==> src/rtl/fret_scanner_n_pkg.sv <==
// Shared definitions for the fret scanner: strum FSM states, LanePos field
// layout and a helper for the strum pulse length.
package fret_scanner_n_pkg;

  typedef enum logic [1:0] {
    ST_IDLE  = 2'd0,
    ST_STRUM = 2'd1,
    ST_GAP   = 2'd2
  } strum_state_e;

  // Per-lane LanePos word: {2'b0, y[9:0], 1'b0, x[10:0]}
  localparam int X_LSB     = 0;
  localparam int X_W       = 11;
  localparam int Y_LSB     = 12;
  localparam int Y_W       = 10;
  localparam int LANE_BITS = 24;

  // A zero strum time still gives a one-frame pulse.
  function automatic logic [3:0] strum_len(input logic [3:0] t);
    return (t == 4'd0) ? 4'd1 : t;
  endfunction

endpackage

==> src/rtl/fret_scanner_n_lane.sv <==
// fret_lane: one detection lane. Counts lit pixels inside the lane window
// during a frame and debounces the per-frame hit decision into a fret state.
//   clk, rst      : clock, synchronous active-high reset
//   hit_en        : VDE & Pixel for a countable cycle
//   commit        : end of a valid frame, evaluate and debounce
//   clear         : frame boundary, restart the pixel count
//   col, line     : current raster position
//   pos_x, pos_y  : window origin (shadowed for the frame)
//   fret_o        : debounced fret state
module fret_lane
  import fret_scanner_n_pkg::*;
#(
  parameter int WIN_W    = 8,
  parameter int WIN_H    = 4,
  parameter int THRESH   = 16,
  parameter int DEBOUNCE = 2
) (
  input  logic           clk,
  input  logic           rst,
  input  logic           hit_en,
  input  logic           commit,
  input  logic           clear,
  input  logic [X_W-1:0] col,
  input  logic [Y_W-1:0] line,
  input  logic [X_W-1:0] pos_x,
  input  logic [Y_W-1:0] pos_y,
  output logic           fret_o
);

  localparam int CNT_W = $clog2(WIN_W * WIN_H + 1);
  localparam logic [CNT_W-1:0] CNT_MAX = '1;

  logic [CNT_W-1:0] cnt_q, cnt_d;
  logic [3:0]       agree_q, agree_d;
  logic             fret_q, fret_d;
  logic [X_W:0]     x_end;
  logic [Y_W:0]     y_end;
  logic             in_win, frame_hit;

  // One extra bit on the window end so a window near the right/bottom
  // edge clips instead of wrapping around to column/line 0.
  assign x_end  = {1'b0, pos_x} + (X_W+1)'(WIN_W - 1);
  assign y_end  = {1'b0, pos_y} + (Y_W+1)'(WIN_H - 1);
  assign in_win = (col >= pos_x) && ({1'b0, col} <= x_end) &&
                  (line >= pos_y) && ({1'b0, line} <= y_end);
  assign frame_hit = 32'(cnt_q) >= THRESH;

  always_comb begin
    cnt_d   = cnt_q;
    agree_d = agree_q;
    fret_d  = fret_q;
    // Frame boundary wins: a pixel on the vEdge cycle is dropped.
    if (clear)
      cnt_d = '0;
    else if (hit_en && in_win && cnt_q != CNT_MAX)
      cnt_d = cnt_q + 1'b1;
    if (commit) begin
      if (frame_hit != fret_q) begin
        if (32'(agree_q) + 1 >= DEBOUNCE) begin
          fret_d  = ~fret_q;
          agree_d = '0;
        end else begin
          agree_d = agree_q + 4'd1;
        end
      end else begin
        agree_d = '0;
      end
    end
  end

  always_ff @(posedge clk) begin
    if (rst) begin
      cnt_q   <= '0;
      agree_q <= '0;
      fret_q  <= 1'b0;
    end else begin
      cnt_q   <= cnt_d;
      agree_q <= agree_d;
      fret_q  <= fret_d;
    end
  end

  assign fret_o = fret_q;

endmodule

==> src/rtl/fret_scanner_n.sv <==
// fret_scanner_n: scans a thresholded video stream for lit fret windows,
// debounces them per lane and generates a frame-timed strum pulse.
//   CLK, RST          : pixel clock, synchronous active-high reset
//   Enable            : gates Frets/Strum only
//   HSync/VSync/VDE   : video timing; Pixel: thresholded pixel
//   LanePos           : per-lane window origin, lane 0 at LSBs
//   StrumTime         : strum pulse length in frames
//   Frets, Strum      : gated outputs
//   FrameDone         : pulse when a frame result is committed
//   Status            : {strum state, ungated Frets}
module fret_scanner_n
  import fret_scanner_n_pkg::*;
#(
  parameter int NUM_LANES = 5,
  parameter int WIN_W     = 8,
  parameter int WIN_H     = 4,
  parameter int THRESH    = 16,
  parameter int DEBOUNCE  = 2
) (
  input  logic                           CLK,
  input  logic                           RST,
  input  logic                           Enable,
  input  logic                           HSync,
  input  logic                           VSync,
  input  logic                           VDE,
  input  logic                           Pixel,
  input  logic [LANE_BITS*NUM_LANES-1:0] LanePos,
  input  logic [3:0]                     StrumTime,
  output logic [NUM_LANES-1:0]           Frets,
  output logic                           Strum,
  output logic                           FrameDone,
  output logic [NUM_LANES+1:0]           Status
);

  // Two sync stages plus one delay stage for edge detection.
  logic [2:0] hs_q, hs_d, vs_q, vs_d;
  logic       h_edge, v_edge;
  logic [X_W-1:0] col_q, col_d;
  logic [Y_W-1:0] line_q, line_d;
  logic           line_vde_q, line_vde_d;
  logic           frame_vld_q, frame_vld_d;
  logic           done_q, done_d;
  logic [NUM_LANES-1:0][X_W-1:0] pos_x_q, pos_x_d;
  logic [NUM_LANES-1:0][Y_W-1:0] pos_y_q, pos_y_d;
  logic [NUM_LANES-1:0]          frets, pad_unused;
  strum_state_e                  state_q, state_d;
  logic [NUM_LANES-1:0]          chord_q, chord_d;
  logic [3:0]                    scnt_q, scnt_d;
  logic                          hit_en, commit, strum_raw;

  assign hs_d   = {hs_q[1:0], HSync};
  assign vs_d   = {vs_q[1:0], VSync};
  assign h_edge = hs_q[1] & ~hs_q[2];
  assign v_edge = vs_q[1] & ~vs_q[2];

  // frame_vld stays low after reset until a vEdge, so a partial frame
  // never produces a result.
  assign hit_en = VDE & Pixel & frame_vld_q & ~v_edge;
  assign commit = v_edge & frame_vld_q;

  always_comb begin
    col_d = col_q;
    if (h_edge)                  col_d = '0;
    else if (VDE && col_q != '1) col_d = col_q + 11'd1;

    line_d = line_q;
    if (v_edge)                                    line_d = '0;
    else if (h_edge && line_vde_q && line_q != '1) line_d = line_q + 10'd1;

    line_vde_d = line_vde_q;
    if (v_edge || h_edge) line_vde_d = 1'b0;
    else if (VDE)         line_vde_d = 1'b1;

    frame_vld_d = frame_vld_q | v_edge;
    done_d      = commit;

    pos_x_d = pos_x_q;
    pos_y_d = pos_y_q;
    if (v_edge) begin
      for (int i = 0; i < NUM_LANES; i++) begin
        pos_x_d[i] = LanePos[i*LANE_BITS+X_LSB +: X_W];
        pos_y_d[i] = LanePos[i*LANE_BITS+Y_LSB +: Y_W];
      end
    end
  end

  always_ff @(posedge CLK) begin
    if (RST) begin
      hs_q        <= '0;
      vs_q        <= '0;
      col_q       <= '0;
      line_q      <= '0;
      line_vde_q  <= 1'b0;
      frame_vld_q <= 1'b0;
      done_q      <= 1'b0;
      pos_x_q     <= '0;
      pos_y_q     <= '0;
    end else begin
      hs_q        <= hs_d;
      vs_q        <= vs_d;
      col_q       <= col_d;
      line_q      <= line_d;
      line_vde_q  <= line_vde_d;
      frame_vld_q <= frame_vld_d;
      done_q      <= done_d;
      pos_x_q     <= pos_x_d;
      pos_y_q     <= pos_y_d;
    end
  end

  for (genvar i = 0; i < NUM_LANES; i++) begin : g_lane
    // Padding bits of each LanePos word carry no information.
    assign pad_unused[i] = ^{LanePos[i*LANE_BITS+X_W], LanePos[i*LANE_BITS+Y_LSB+Y_W +: 2]};
    fret_lane #(
      .WIN_W(WIN_W), .WIN_H(WIN_H), .THRESH(THRESH), .DEBOUNCE(DEBOUNCE)
    ) u_lane (
      .clk(CLK), .rst(RST), .hit_en(hit_en), .commit(commit), .clear(v_edge),
      .col(col_q), .line(line_q), .pos_x(pos_x_q[i]), .pos_y(pos_y_q[i]),
      .fret_o(frets[i])
    );
  end

  // Strum FSM: state register
  always_ff @(posedge CLK) begin
    if (RST) begin
      state_q <= ST_IDLE;
      chord_q <= '0;
      scnt_q  <= '0;
    end else begin
      state_q <= state_d;
      chord_q <= chord_d;
      scnt_q  <= scnt_d;
    end
  end

  // Strum FSM: next state, only advanced on committed frames
  always_comb begin
    state_d = state_q;
    chord_d = chord_q;
    scnt_d  = scnt_q;
    if (done_q) begin
      case (state_q)
        ST_IDLE: begin
          if (frets != '0 && frets != chord_q) begin
            state_d = ST_STRUM;
            chord_d = frets;
            scnt_d  = strum_len(StrumTime);
          end else if (frets == '0) begin
            chord_d = '0;
          end
        end
        ST_STRUM: begin
          if (frets != '0 && frets != chord_q) begin
            state_d = ST_GAP;
          end else begin
            // Release forgets the chord but the pulse runs to its length.
            if (frets == '0) chord_d = '0;
            if (scnt_q <= 4'd1) state_d = ST_IDLE;
            else                scnt_d  = scnt_q - 4'd1;
          end
        end
        ST_GAP: begin
          state_d = ST_STRUM;
          chord_d = frets;
          scnt_d  = strum_len(StrumTime);
        end
        default: state_d = ST_IDLE;
      endcase
    end
  end

  // Strum FSM: outputs
  always_comb begin
    strum_raw = (state_q == ST_STRUM);
    Frets     = frets & {NUM_LANES{Enable}};
    Strum     = strum_raw & Enable;
    FrameDone = done_q;
    Status    = {state_q, frets};
  end

endmodule

==> config.mk <==
export PLATFORM = sky130hd
export DESIGN_NAME = fret_scanner_n
export DESIGN_NICKNAME = d
export VERILOG_FILES = /design/src/rtl/fret_scanner_n_pkg.sv /design/src/rtl/fret_scanner_n_lane.sv /design/src/rtl/fret_scanner_n.sv
export SDC_FILE = /design/constraint.sdc
export NUM_CORES = 1
export LEC_CHECK = 0
export CORE_UTILIZATION = 25
export CTS_CLUSTER_SIZE = 12
export DETAILED_ROUTE_END_ITERATION = 8
export GPL_TIMING_DRIVEN = 0
export PLACE_DENSITY_LB_ADDON = 0.3
export REMOVE_ABC_BUFFERS = 1
export SKIP_LAST_GASP = 1
export SLEW_MARGIN = 10
export SYNTH_ARGS = -nofsm -noshare
export SYNTH_HDL_FRONTEND = slang
export SYNTH_HIERARCHICAL = 1
export SYNTH_SLANG_ARGS = --single-unit
==> constraint.sdc <==
create_clock -name CLK -period 9.15 [get_ports CLK]
set_input_delay 1.83 -clock CLK [delete_from_list [all_inputs] [get_ports CLK]]
set_output_delay 1.83 -clock CLK [all_outputs]
set_load 0.05 [all_outputs]
==> run metrics, run 1 <==
status finished clean; Tmin final 5150 ps; # fillers 6092; period utilization 56.2%; Yosys top cell area share 27.2%; NumNets Final 2334; die height 245 µm; Net Sw Frac 26.4%; global-route wire length before repair 68100 µm; gr ovfl total 0; hpwl dp 31300 µm; Max Fclk 194 MHz; post-synthesis sequential area ratio 27.2%; Final setup viols 0; DRC violation count after routing 0; worst skew pair latency 550 ps; Vias/cell 4.88; CP max stage delay 800 ps; row count 88; clk slew on worst S/H paths 60 ps; Worst IR Drop VDD 0.119 mV; Critical-path top delay cell clkdlybuf4s50_1; Hold-fix buffers, CTS 0; vias in the first global route 13200; total die area 60100 µm²; grt met2 use 24.2%; H-tree depth 1; Starting Density 25.5%; Placed Area 17000 µm²; crit path DAT 3320 ps; Setup Buffers After CTS 0; Root Buffer clkbuf_16; n_diodes 0; worst hold slack 439 ps; Syn Area/Cell 8.02 µm²; library cells used by synthesis 88; Int Pwr 1.62 mW; Mapped Cells 1843; switching power 580 µW; Reg power frac 41.7%; met1 GRT Util 17.3%; async set or reset register ratio after synthesis 0%; crit path cell chain clkdlybuf4s50_1 > and2_1 > clkdlybuf4s50_1; share of cells above drive strength 1 4.70%; Num CTS Buffers 26; Vias 13400; critical path's most frequent cell clkdlybuf4s50_1; hold path depth 1; largest net degree at the start of global routing 98; Register Area 4020 µm²; met3 Usage GRT 2.01%; First-pass DRT Iterations 5; r2r setup slk 5330 ps; Hold/Removal Path Class register to register; CTS tree done; Max Buffers Root-to-Sink 3; Area contributors post-synth dfxtp_1 (27%), ha_1 (21%), nand2_1 (7.3%), a21oi_1 (6.4%), xnor2_1 (5.2%); Setup Crit Path Kind primary input to primary output; synthesized flop and latch total 201; RePlAce Congestion 0.838; Reg2Reg Depth 14; clock sink total 201; Die Width 245 µm; Leak 6.77 nW; synth-to-layout area growth 20.5%; crit-path max FO 6; largest area contributor in the netlist dfxtp_1; drt wl/cell 15.4 µm; max-cap violations 0; initial antenna violation count 0; total track usage 13.9%; area occupied by multi-input gates 10000 µm²; Design Area, Final 17800 µm²; Worst Tran Pin Value 982 ps; # resized after CTS 0; startpoint type of the worst setup path primary input; RSZ-0062 raised after global routing no; antenna viol nets, final 0; Placeable Area 58000 µm²; prevailing post-synth register cell dfxtp_1; Slew Viols, Final 0; RR Startpoint pos_x_q[0]; WHS Endpoint vs_q[1]; Hold Vio Cnt, Final 0; Syn Std Cell Area 14800 µm²; Synth Warn # 6; pwr/cell area 124 nW/µm²; Combinational Power Share 11.8%; I/O Pins 145; initial DRC count 513; Critical Path Sink Type primary output; worst r2r dst g_lane[0].u_lane/cnt_q[4]; Post-synth EDFFs 0; drt total wl 42400 µm; Slew HR 34.4%; most crowded layer after global routing met2; Worst Hold Launch vs_q[0]; clk_skew 12.5 ps; IO Port Bufs 129; Worst EP required 7320 ps; Clk pwr share 46.5%
## layout make-up
class / instances / area share [%]
clock buffer: 33 / 3.97
clock inverter: 15 / 0.843
inverter: 147 / 3.13
multi-input combinational: 1452 / 56.4
sequential: 201 / 22.6
tap: 765 / 5.37
timing repair buffer: 132 / 7.72
## Yosys cell counts, types with 4 or more instances
cell,number
o311ai_0,4
o211ai_1,18
o2111ai_1,5
mux2i_1,6
and3_1,23
nor4b_1,5
o21ai_2,4
xnor2_1,87
a2111oi_0,7
or4_1,9
a221o_1,5
a31oi_1,12
o31ai_1,13
inv_1,147
nor4_1,14
o41ai_1,4
a21o_1,16
a211oi_1,27
clkbuf_1,33
dfxtp_1,201
nor2b_1,19
or2_2,7
nor3b_1,4
ha_1,243
xor2_1,20
o21ai_0,47
a22o_1,4
and2_1,22
nand2b_1,4
nor2_1,99
or3_1,22
o21a_1,11
o21ai_1,5
nor3_1,55
a21oi_1,190
buf_1,9
nand2_1,287
a211o_1,5
nand3b_1,4
nand4_1,39
and4_1,5
nand3_1,34
## layer usage
layer	up-vias	wire, µm	share of wire, %
met5	-	0	0
met2	230	20000	47
met1	6269	19300	46
met4	0	1350	3.2
li1	6825	-	-
met3	75	1680	4.0
## cells by family (layout without fill, tap and decap cells)
family | Yosys count | count (layout) | synth area share, %
AO/OA/AOI/OAI | 419 | 419 | 18.2
AND/OR/NAND/NOR | 677 | 677 | 22.4
adder cells (fa/ha/maj) | 243 | 243 | 20.6
multiplexers | 6 | 6 | 0.406
XOR/XNOR | 107 | 107 | 6.34
buffers and inverters | 190 | 327 | 4.88
flip-flops | 201 | 201 | 27.2
## worst max-delay path, delay by kind of cell
kind / cells / cell delay, ps
buffers and inverters: 2 / 1330
AND/OR/NAND/NOR: 1 / 150
## cells in the final DEF, fill, tap and decap left out, types with 18 or more instances in the layout
cell,synthesis,layout
inv_1,147,146
xnor2_1,87,87
o211ai_1,18,18
nor3_1,55,55
clkdlybuf4s50_1,0,128
nand2_1,287,287
xor2_1,20,20
and3_1,23,23
nand4_1,39,39
nor2_1,99,99
dfxtp_1,201,201
nor2b_1,19,19
a211oi_1,27,27
o21ai_0,47,47
ha_1,243,243
clkbuf_16,0,26
and2_1,22,22
nand3_1,34,34
a21oi_1,190,190
or3_1,22,22
## registers in the layout, summed over array words and instances, names as in the netlist
register,count
line_vde_q,1
chord_q,5
hs_q,3
vs_q,3
g_lane.u_lane/agree_q,20
scnt_q,4
frame_vld_q,1
FrameDone,1
state_q,2
line_q,10
g_lane.u_lane/cnt_q,30
pos_x_q,55
pos_y_q,50
col_q,11
g_lane.u_lane/fret_o,5
## through the flow
stage	utilization (%)	worst slack, ps	TNS [ps]	power [mW]	cells
after floorplan	-	3070	0	1.08	1800
after global placement	29.1	-1760	-48150	1.19	2694
after detailed placement	29.2	4000	0	1.20	2697
after CTS	30.7	4000	0	2.24	2745
after global routing	30.7	3950	0	2.31	2745
final	30.7	4000	0	2.20	2745
## power groups by stage
stage	combinational, mW	sequential, mW	clock (mW)
after floorplan	0.148	0.928	0
after global placement	0.255	0.937	0
after detailed placement	0.261	0.937	0
after CTS	0.262	0.918	1.06
after global routing	0.292	0.921	1.09
final	0.259	0.918	1.02
## worst max path at each step
stage                       start  slack, ps  cells after the start                         to
after floorplan           vs_q[2]       3070                      9  g_lane[0].u_lane/cnt_q[4]
after global placement    vs_q[2]      -1760                      9  g_lane[0].u_lane/cnt_q[4]
after detailed placement   Enable       4000                      3                   Frets[2]
after CTS                  Enable       4000                      3                   Frets[2]
after global routing       Enable       3950                      3                   Frets[2]
final                      Enable       4000                      3                   Frets[2]
Power figures use the tool's default switching activity.
==> run 2: changes to the inputs <==
- clock period: 9.15 -> 4.85 ns (I/O delays scaled with it)
==> results of run 2 <==
Same layout as run 1 (identical final DEF). Status: finished clean.
Main changes from that run: setup slack after placement 4000 ps -> 637 ps; setup slack after layout 4000 ps -> 1030 ps; start point of the critical path Enable -> pos_x_q[0]; end point of the critical path Frets[2] -> g_lane[0].u_lane/cnt_q[4]; register-to-register setup slack 5330 ps -> 1030 ps; total power 2.20 mW -> 4.15 mW; worst IR drop on VDD 0.119 mV -> 0.225 mV
==> run 3: changes to the inputs <==
- clock period: 4.85 -> 3.9 ns (I/O delays scaled with it)
==> run metrics, run 3 (synthesis gave the netlist of run 1 again) <==
status finished clean; Largest Register pos_x_q; antenna viol nets, final 0 (unchanged); First-pass DRT Iterations 5 (unchanged); Hold Vio Cnt, Final 0 (unchanged); Hold/Removal Path Class register to register; Top Registers pos_x_q: 55 flops, pos_y_q: 50 flops, g_lane.u_lane/cnt_q: 30 flops; initial antenna violation count 0 (unchanged); Setup Crit Path Kind register to register; hpwl dp 31300 µm (unchanged); RSZ-0062 raised after global routing no; Max Buffers Root-to-Sink 3 (unchanged); CTS tree done; DRC violation count after routing 0 (unchanged); max reg flops 55 (unchanged); pre-CTS setup slack -123 ps; most common cell after layout, fill and taps aside nand2_1; Vias 13400 (-0.24%); # fillers 6092 (unchanged); Reg2Reg Depth 14 (unchanged); crit-path max FO 12; initial DRC count 526 (+2.5%); total track usage 13.9% (unchanged); Num CTS Buffers 26 (unchanged); area occupied by multi-input gates 10100 µm² (+0.15%); H-tree depth 1 (unchanged); Worst IR Drop VDD 0.279 mV; Tmin final 3600 ps; pwr/cell area 290 nW/µm²; Worst Hold Launch vs_q[0]; Slew Viols, Final 0 (unchanged); WHS Endpoint vs_q[1]; total power 5.16 mW; period utilization 92.3%; RePlAce Congestion 0.838 (unchanged); most frequent cells in the layout nand2_1 (287), ha_1 (243), dfxtp_1 (201), a21oi_1 (190), inv_1 (146); Worst EP required 4340 ps; clock sink total 201 (unchanged); share of cells above drive strength 1 4.75% (+0.051 points); drt total wl 42400 µm (+0.11%); IO Port Bufs 129 (unchanged); max-cap violations 0 (unchanged); Vias/cell 4.87 (-0.24%); Root Buffer clkbuf_16; Die Width 245 µm (unchanged); startpoint type of the worst setup path register; clk_skew 12.3 ps (-0.186 ps); Placeable Area 58000 µm² (unchanged); Post-Layout Cell Count 2745 (unchanged); clk slew on worst S/H paths 60 ps (about the same); Final setup viols 0 (unchanged); final core occ 30.7% (about the same); RR Startpoint pos_x_q[0]; Hold-fix buffers, CTS 0 (unchanged); hold path depth 1 (unchanged); Register Area 4020 µm² (unchanged); worst setup margin 301 ps; gr ovfl total 0 (unchanged); Worst Tran Pin Value 988 ps (+5.82 ps); largest net degree at the start of global routing 98 (unchanged); worst r2r dst g_lane[0].u_lane/cnt_q[4]; Max Fclk 278 MHz; Critical Path Sink Type register; row count 88 (unchanged); die height 245 µm (unchanged); global-route wire length before repair 68100 µm (unchanged); Setup Buffers After CTS 0 (unchanged); NumNets Final 2334 (unchanged); vias in the first global route 13200 (unchanged); Starting Density 25.5% (unchanged); I/O Pins 145 (unchanged); Slew HR 34.0% (-0.39 points); number of placed cells counting well taps 2697 (unchanged); Leak 6.76 nW (-0.16%); crit path DAT 4040 ps; synth-to-layout area growth 20.6% (about the same); n_diodes 0 (unchanged); total die area 60100 µm² (unchanged); worst hold slack 439 ps (+0.0170 ps); worst skew pair latency 550 ps (about the same); drt wl/cell 15.4 µm (+0.11%); r2r setup slk 300 ps; # resized after CTS 0 (unchanged)
==> run 3: critical path: stages, from the launching register on <==
cell,delay [ps]
dfxtp_1,390
inv_1,80
ha_1,220
nor2b_1,180
nor4_2,230
and3_1,220
xnor2_1,120
ha_1,260
nand3_1,130
nor3_1,70
a2111o_1,410
o21ai_2,260
nand4_4,250
or3_1,370
o311a_1,280
==> run 3: per-stage QoR <==
step            TNS, ps  instance area, µm²
2_1_floorplan   -181900               14600
3_3_place_gp   -1003240               16900
3_5_place_dp       -276               17000
4_1_cts               0               17800
5_1_grt               0               17800
6_report              0               17800
==> run 3: final cells by class <==
type	count	area share [%]
multi-input cells	1452	56.4
well taps	765	5.37
clock buffers	33	3.97
repair buffers	132	7.71
clock inverters	15	0.842
inverters	147	3.12
flip-flops and latches	201	22.6
==> run 3: per-layer routing <==
| layer | global-route usage (%) | routed length [µm] | vias to the layer above |
|---|---|---|---|
| li1 | - | - | 6823 |
| met1 | 17.3 | 19400 | 6261 |
| met2 | 24.2 | 20000 | 216 |
| met3 | 2.01 | 1670 | 67 |
| met4 | 5.15 | 1290 | 0 |
| met5 | 0 | 0 | - |
==> run 3: worst max path at each step <==
stage	from	endpoint	depth (start not counted)
final	pos_x_q[0]	g_lane[0].u_lane/cnt_q[4]	14
after global routing	pos_x_q[0]	g_lane[0].u_lane/cnt_q[3]	14
after CTS	pos_x_q[0]	g_lane[0].u_lane/cnt_q[4]	14
after detailed placement	VDE	g_lane[0].u_lane/cnt_q[4]	9
after global placement	vs_q[2]	g_lane[0].u_lane/cnt_q[4]	9
after floorplan	vs_q[2]	g_lane[0].u_lane/cnt_q[4]	9
==> run 3: power breakdown <==
part / switching (mW) / leakage, nW / internal (mW)
clock: 0.984 / 0.414 / 1.42
combinational: 0.325 / 4.71 / 0.284
sequential: 0.0565 / 1.63 / 2.10
total: 1.36 / 6.76 / 3.80
